File: src/rtl/init_sequencer.sv
// init_sequencer: fills the first row and first column of an (N+1)x(N+1)
// alignment score matrix with multiples of gap_score. When the fill is done
// it hands the RAM write port over to the fill engine.
// Optional feature macro: INIT_SETTLE_EN adds a SETTLE wait of SETTLE_CYCLES
// cycles between the last init write and DONE.
module init_sequencer #(
    parameter int N             = 128,
    parameter int gap_score     = -2,
    parameter int SETTLE_CYCLES = 2,
    localparam int AW           = $clog2((N+1)*(N+1))
) (
    input  logic                 clk,
    input  logic                 rst,
    input  logic                 start,
    input  logic                 stall,
    input  logic                 fill_req,
    input  logic [AW-1:0]        fill_addr,
    input  logic signed [8:0]    fill_data,
    output logic                 fill_gnt,
    output logic                 ram_we,
    output logic [AW-1:0]        ram_addr,
    output logic signed [8:0]    ram_data,
    output logic                 busy,
    output logic                 end_init
);

    // idx runs one past N in COL so that the exit decision sits in the cycle
    // after the final write has been registered.
    localparam int               IW       = $clog2(N+2);
    localparam logic [IW-1:0]    IDX_LAST = IW'(N);
    localparam logic [IW-1:0]    IDX_END  = IW'(N+1);
    localparam logic [AW-1:0]    STRIDE   = AW'(N+1);
    localparam logic signed [8:0] GAP     = 9'(gap_score);

    typedef enum logic [2:0] {
        IDLE,
        ROW,
        COL,
        DONE
`ifdef INIT_SETTLE_EN
        , SETTLE
`endif
    } state_t;

    state_t               state;
    logic [IW-1:0]        idx;
    logic signed [8:0]    acc;
    logic [AW-1:0]        addr;

`ifdef INIT_SETTLE_EN
    localparam int            SW          = $clog2(SETTLE_CYCLES+2);
    localparam logic [SW-1:0] SETTLE_LAST = SW'(SETTLE_CYCLES-1);
    logic [SW-1:0]        settle_cnt;
`endif

    // Fill engine only owns the port in DONE; a restart pulse takes precedence.
    assign fill_gnt = (state == DONE) && fill_req && !stall && !start;

    // Main sequencer: state, address/score generation and the registered write port.
    always_ff @(posedge clk) begin
        if (rst) begin
            state    <= IDLE;
            idx      <= '0;
            acc      <= '0;
            addr     <= '0;
            ram_we   <= 1'b0;
            ram_addr <= '0;
            ram_data <= '0;
            busy     <= 1'b0;
            end_init <= 1'b0;
`ifdef INIT_SETTLE_EN
            settle_cnt <= '0;
`endif
        end else begin
            ram_we <= 1'b0;
            case (state)
                IDLE: begin
                    if (start) begin
                        state <= ROW;
                        idx   <= '0;
                        acc   <= '0;
                        busy  <= 1'b1;
                    end
                end
                ROW: begin
                    if (!stall) begin
                        ram_we   <= 1'b1;
                        ram_addr <= AW'(idx);
                        ram_data <= acc;
                        if (idx == IDX_LAST) begin
                            state <= COL;
                            idx   <= IW'(1);
                            acc   <= GAP;
                            addr  <= STRIDE;
                        end else begin
                            idx <= idx + 1'b1;
                            acc <= acc + GAP;
                        end
                    end
                end
                COL: begin
                    if (idx == IDX_END) begin
`ifdef INIT_SETTLE_EN
                        state      <= SETTLE;
                        settle_cnt <= '0;
`else
                        state    <= DONE;
                        busy     <= 1'b0;
                        end_init <= 1'b1;
`endif
                    end else if (!stall) begin
                        ram_we   <= 1'b1;
                        ram_addr <= addr;
                        ram_data <= acc;
                        addr     <= addr + STRIDE;
                        idx      <= idx + 1'b1;
                        acc      <= acc + GAP;
                    end
                end
`ifdef INIT_SETTLE_EN
                SETTLE: begin
                    if (settle_cnt == SETTLE_LAST) begin
                        state    <= DONE;
                        busy     <= 1'b0;
                        end_init <= 1'b1;
                    end else begin
                        settle_cnt <= settle_cnt + 1'b1;
                    end
                end
`endif
                DONE: begin
                    if (start) begin
                        state    <= ROW;
                        idx      <= '0;
                        acc      <= '0;
                        busy     <= 1'b1;
                        end_init <= 1'b0;
                    end else if (fill_gnt) begin
                        ram_we   <= 1'b1;
                        ram_addr <= fill_addr;
                        ram_data <= fill_data;
                    end
                end
                default: begin
                    state <= IDLE;
                end
            endcase
        end
    end

endmodule

File: config.mk
export PLATFORM = sky130hd
export DESIGN_NAME = init_sequencer
export DESIGN_NICKNAME = d
export VERILOG_FILES = /design/src/rtl/init_sequencer.sv
export SDC_FILE = /design/constraint.sdc
export NUM_CORES = 1
export LEC_CHECK = 0
export ABC_AREA = 1
export CORE_MARGIN = 1.5
export CORE_UTILIZATION = 55
export CTS_BUF_LIST = sky130_fd_sc_hd__clkbuf_2 sky130_fd_sc_hd__clkbuf_4 sky130_fd_sc_hd__clkbuf_8
export DETAILED_ROUTE_END_ITERATION = 7
export PLACE_DENSITY_LB_ADDON = 0.25
export REMOVE_ABC_BUFFERS = 1
export SYNTH_ARGS = -nofsm -noshare
export SYNTH_HDL_FRONTEND = slang
export SYNTH_SLANG_ARGS = --single-unit
File: constraint.sdc
create_clock -name clk -period 1.91 [get_ports clk]
set_input_delay 0.382 -clock clk [delete_from_list [all_inputs] [get_ports clk]]
set_output_delay 0.382 -clock clk [all_outputs]
set_load 0.01 [all_outputs]
# Yosys cells after proc, flatten, opt, wreduce, memory -nomap -nowiden

Index checks and enable logic that the tools add are counted.

Register bits: 62
Output and inout bits: 28

Eq/ne operators: 14
Add/sub/neg operators: 3
Multiplexer cells: 44
Reduce and logical (&&, ||, !) cells: 19

Operators by type and width:

| operator              | count |
|---|---|
| $mux 15               | 9 |
| $mux 9                | 9 |
| $pmux 9 s3            | 2 |
| $pmux 15 s3           | 1 |
| $mux 8                | 5 |
| $pmux 15 s2           | 1 |
| $pmux 8 s3            | 1 |
| $eq 8x8->1 const B    | 2 |
| $ne 2x2->1 const B    | 8 |
| $add 15x8->15 const B | 1 |
| $mux 3                | 4 |
| $reduce_and 5->1      | 2 |
| $add 9x2->9 const B   | 1 |
| $pmux 3 s3            | 1 |
| $add 8x1->8 const B   | 1 |
| $mux 1                | 8 |
| $reduce_and 4->1      | 2 |
| $eq 3x2->1 const B    | 2 |
| $reduce_and 3->1      | 2 |
| $reduce_and 6->1      | 1 |
| $reduce_bool 2->1     | 3 |
| $reduce_bool 3->1     | 2 |
| $pmux 1 s2            | 2 |
| $eq 3x1->1 const B    | 1 |
| other kinds (6)       | 9 |

# Longest topological paths before layout

Depth after elaboration: 7
Depth in mapped cells: 13
Mapped depth without buffers: 12

# Least setup slack after synthesis

No wires, ideal clock.

Path type: flip-flop to flip-flop
Start point: reg state[0]
End point: reg idx[6]
Cell stages (with the launch flop): 11
Clock period less this slack: 1.639 ns
Data required time: 1.794 ns
Path slack: 0.271 ns
Data arrival time: 1.523 ns
Cell sequence: dfxtp_1 > inv_1 > ha_1 > nor2_1 > nor2_1 > inv_2 > nor2_4 > buf_4 > nand4_1 > nand2_1 > nor2_1

Longest elaborated chain between the ends: 4
Elaborated cells on any way between the ends: 12
Classes of those cells: eq/ne: 7; mux: 1; reduce/logical: 4

Ends and longest elaborated chain:

| item                                                             | RTL line | RTL |
|---|---|---|
| from (decl)                                                      | 45       | `state_t state;` |
| from (signal assigned)                                           | 62       | `state <= IDLE;` |
| from (signal assigned)                                           | 79       | `state <= ROW;` |
| from (signal assigned)                                           | 91       | `state <= COL;` |
| $eq 3x2->1 / $logic_not 3->1 (equally long branches)             | 76       | `case (state)` |
| $reduce_or 2->1 (no line)                                        | --       |  |
| $ne 2x1->1 (no line) / $reduce_bool 3->1 (equally long branches) | --       |  |
| $reduce_and 5->1 (no line)                                       | --       |  |
| to (signal assigned)                                             | 96       | `idx <= idx + 1'b1;` |
| to (signal assigned)                                             | 116      | `idx <= idx + 1'b1;` |
| to (decl)                                                        | 46       | `logic [IW-1:0] idx;` |

Parallel ways exist; a longest one is shown, timed or not.
A chain may end at the register's enable or synchronous reset.

# Worst setup path after layout

Start point: reg state[1]
End point: reg addr[13]

Longest elaborated chain between the ends: 3
Elaborated cells on any way between the ends: 9
Classes of those cells: eq/ne: 6; mux: 1; reduce/logical: 2

Ends and longest elaborated chain:

| item                                                             | RTL line | RTL |
|---|---|---|
| $eq 3x1->1 / $eq 3x2->1 (equally long branches)                  | 76       |  |
| $ne 2x2->1 (no line) / $reduce_bool 2->1 (equally long branches) | --       |  |
| $reduce_and 5->1 (no line)                                       | --       |  |
| to (signal assigned)                                             | 115      | `addr <= addr + STRIDE;` |
| to (decl)                                                        | 48       | `logic [AW-1:0] addr;` |

Parallel ways exist; a longest one is shown, timed or not.

==> metrics.txt <==
run status=finished, final reports clean; # diodes=0; Crit Path Max Fanout=5; WP data arrival=2050 ps; Hold Violations, Final=0; post-route DRC violation count=0; synth top area cells=dfxtp_1 35%, nand2_1 16%, nor2_1 11%; vias per cell=5.304; Die X=81.88 µm; CTS tree=built; final hold slack=around 470 ps; cell count after synthesis=542; Util after Layout=74.54%; Main synth FF type=dfxtp_1; Post-synth EDFFs=0; Hold Path Class=reg -> reg; minimum clock period=roughly 1800 ps; total CTS buffers=9; largest area contributor in the netlist=dfxtp_1; per-cell routed wire length=between 10 and 15 µm; die height=81.88 µm; input/output buffers=between 50 and 60; area delta synth->final=29.73%; Ys Warns=0; vias in the first global route=3399; Least-Margin Pin Slew=343.1 ps; core box area=0.005956 mm²; largest net degree at the start of global routing=34; CP Class=reg -> reg; GRT Residual Overflow=0; CTS Hold Bufs=0; Total Wirelength=9396 µm; VDD IR max=1.168 mV; Final Setup Violations=0; Synth Register Bits=60; fillers=491; num ports=57; Final Cell Area=0.004439 mm²; first-pass GRT wire length=15050 µm; Initial DRT Pass Iterations=5; GR Util met2=49.26%; CP required=2190 ps; CP Capture Type=flop; global placement routability congestion=0.9381; final worst setup slack=141.0 ps; die area=0.006704 mm²; GRT Util Overall=just under 30%; top cells by count, synth=144 x nand2_1, 103 x nor2_1, 60 x dfxtp_1, 56 x inv_1, 38 x o21ai_0; GR peak layer=met2; setup TNS=0 ps; Seq/Total Area, Yosys=between 30% and 40%; count of different cell masters after synthesis=26; initial core utilization=57.46%; pre-CTS setup slack=-98.55 ps; RSZ-0062 raised after global routing=false; Yosys top cell area share=35.10%; Final Max Tran Viols=0; vias post-DR=3713; power per cell area=1528 mW/mm²; fmax=565.3 MHz; Root Buffer=clkbuf_8; most common cell in the netlist=nand2_1; Worst setup SP type=flop; Detailed Place HPWL=6798 µm; Rows=28; met1 usage=around 36%; fraction of layout cells with a size suffix above 1=between 10% and 20%; period utilization=between 90% and 100%; Final ANT Viol Nets=0; relative slew slack=77.13%; Max Root-Sink Buffers=2; worst skew pair latency=350 ps; DP Area=around 0.0042 mm²; initial antenna violation count=0; post-synthesis async set-or-reset flop share=0%; Avg Cell Area, Syn=6.314 µm²; Mapped Area=around 0.0034 mm²; leak pwr=1.896 nW; H-tree depth=3; clock skew=13.25 ps; # nets final=659; DRT iter0 DRCs=about 190; CTS Sinks=60; Worst-path clk slew=70 ps; GR Layer Usage met3=approximately 4%; Max Cap Violations=0
-- path summary, 6_finish.rpt --
check             startpoint       end  slack, ps  cells past startpoint
setup / recovery    state[1]  addr[13]        140                     12
hold / removal      end_init  end_init        470                      2
setup reg to reg    state[1]  addr[13]        140                     12
hold reg to reg     end_init  end_init        470                      2
-- timing repair --
item                                   in CTS  in global routing
pin swaps                                   0                  2
endpoints found under the hold margin       0                  0
buffers inserted                            0                  1
resized for setup                           2                 10
setup endpoints to repair                   1                 29
-- layer usage --
metal  vias up  wire length [µm]
li1       1874                 -
met1      1653              4062
met2       157              4372
met3        29               637
met4         0               324
met5         -                 0
-- power by group --
group | switching [W] | total [W] | leakage, nW | internal (W)
sequential | 0.000268 | 0.00189 | 0.491 | 0.00162
clock | 0.000533 | 0.00115 | 0.0996 | 0.000616
combinational | 0.00212 | 0.00375 | 1.31 | 0.00163
-- cells by family (layout without fill, tap and decap cells) --
family / after synthesis / count (layout) / synth area share (%)
AND/OR/NAND/NOR: 304 / 304 / 37.08
adder cells (fa/ha/maj): 10 / 10 / 3.656
buffers and inverters: 83 / 166 / 10.02
flip-flops: 60 / 60 / 35.10
AO/OA/AOI/OAI: 78 / 78 / 12.36
XOR/XNOR: 7 / 7 / 1.792
-- through the flow --
stage / cells / power (W)
2_1_floorplan: 523 / 0.003971
3_3_place_gp: 683 / 0.005414
3_5_place_dp: 683 / 0.005538
4_1_cts: 699 / 0.006698
5_1_grt: 700 / 0.007333
6_report: 700 / 0.006784
-- flip-flops by register name (all words and copies together) (netlist names) --
name      flops
addr         15
ram_we        1
ram_addr     15
busy          1
acc           8
end_init      1
state         2
ram_data      9
idx           8
-- cell type report --
cell class                 count  area [µm²]  area share [%]
multi-input combinational    399        1898           42.76
inverter                      64       242.7           5.468
clock buffer                  10       131.4           2.959
clock inverter                 6       65.06           1.466
timing repair buffer          86       804.5           18.12
tap                           75       93.84           2.114
sequential                    60        1204           27.11
-- cell usage in the layout (no fill, tap or decap), types with 2 or more instances in the layout --
cell	n
nand2_1	143
nor2_1	102
dfxtp_1	58
inv_1	56
clkdlybuf4s50_1	55
o21ai_0	37
buf_4	28
a21oi_1	26
nand3_1	25
nand4_1	12
nand2_2	9
clkbuf_8	9
a221oi_1	8
ha_1	8
inv_2	7
xor2_1	7
o21ai_1	5
nor3_1	4
nor2_4	3
nor2_2	2
nand3b_1	2
ha_2	2
clkinv_2	2
clkinv_4	2
dfxtp_2	2
-- worst max-delay path, cell delays in order, from the launching register on --
cell and delay, ps:
dfxtp_1 360, inv_1 100, ha_2 230, nand2_1 90, inv_1 60, a21oi_1 180, inv_1 80, a21oi_2 170
buf_4 140, nand4_1 80, nand2_1 80, inv_1 40, nor2_1 110
Note: power is estimated with default switching activity, not from simulation.
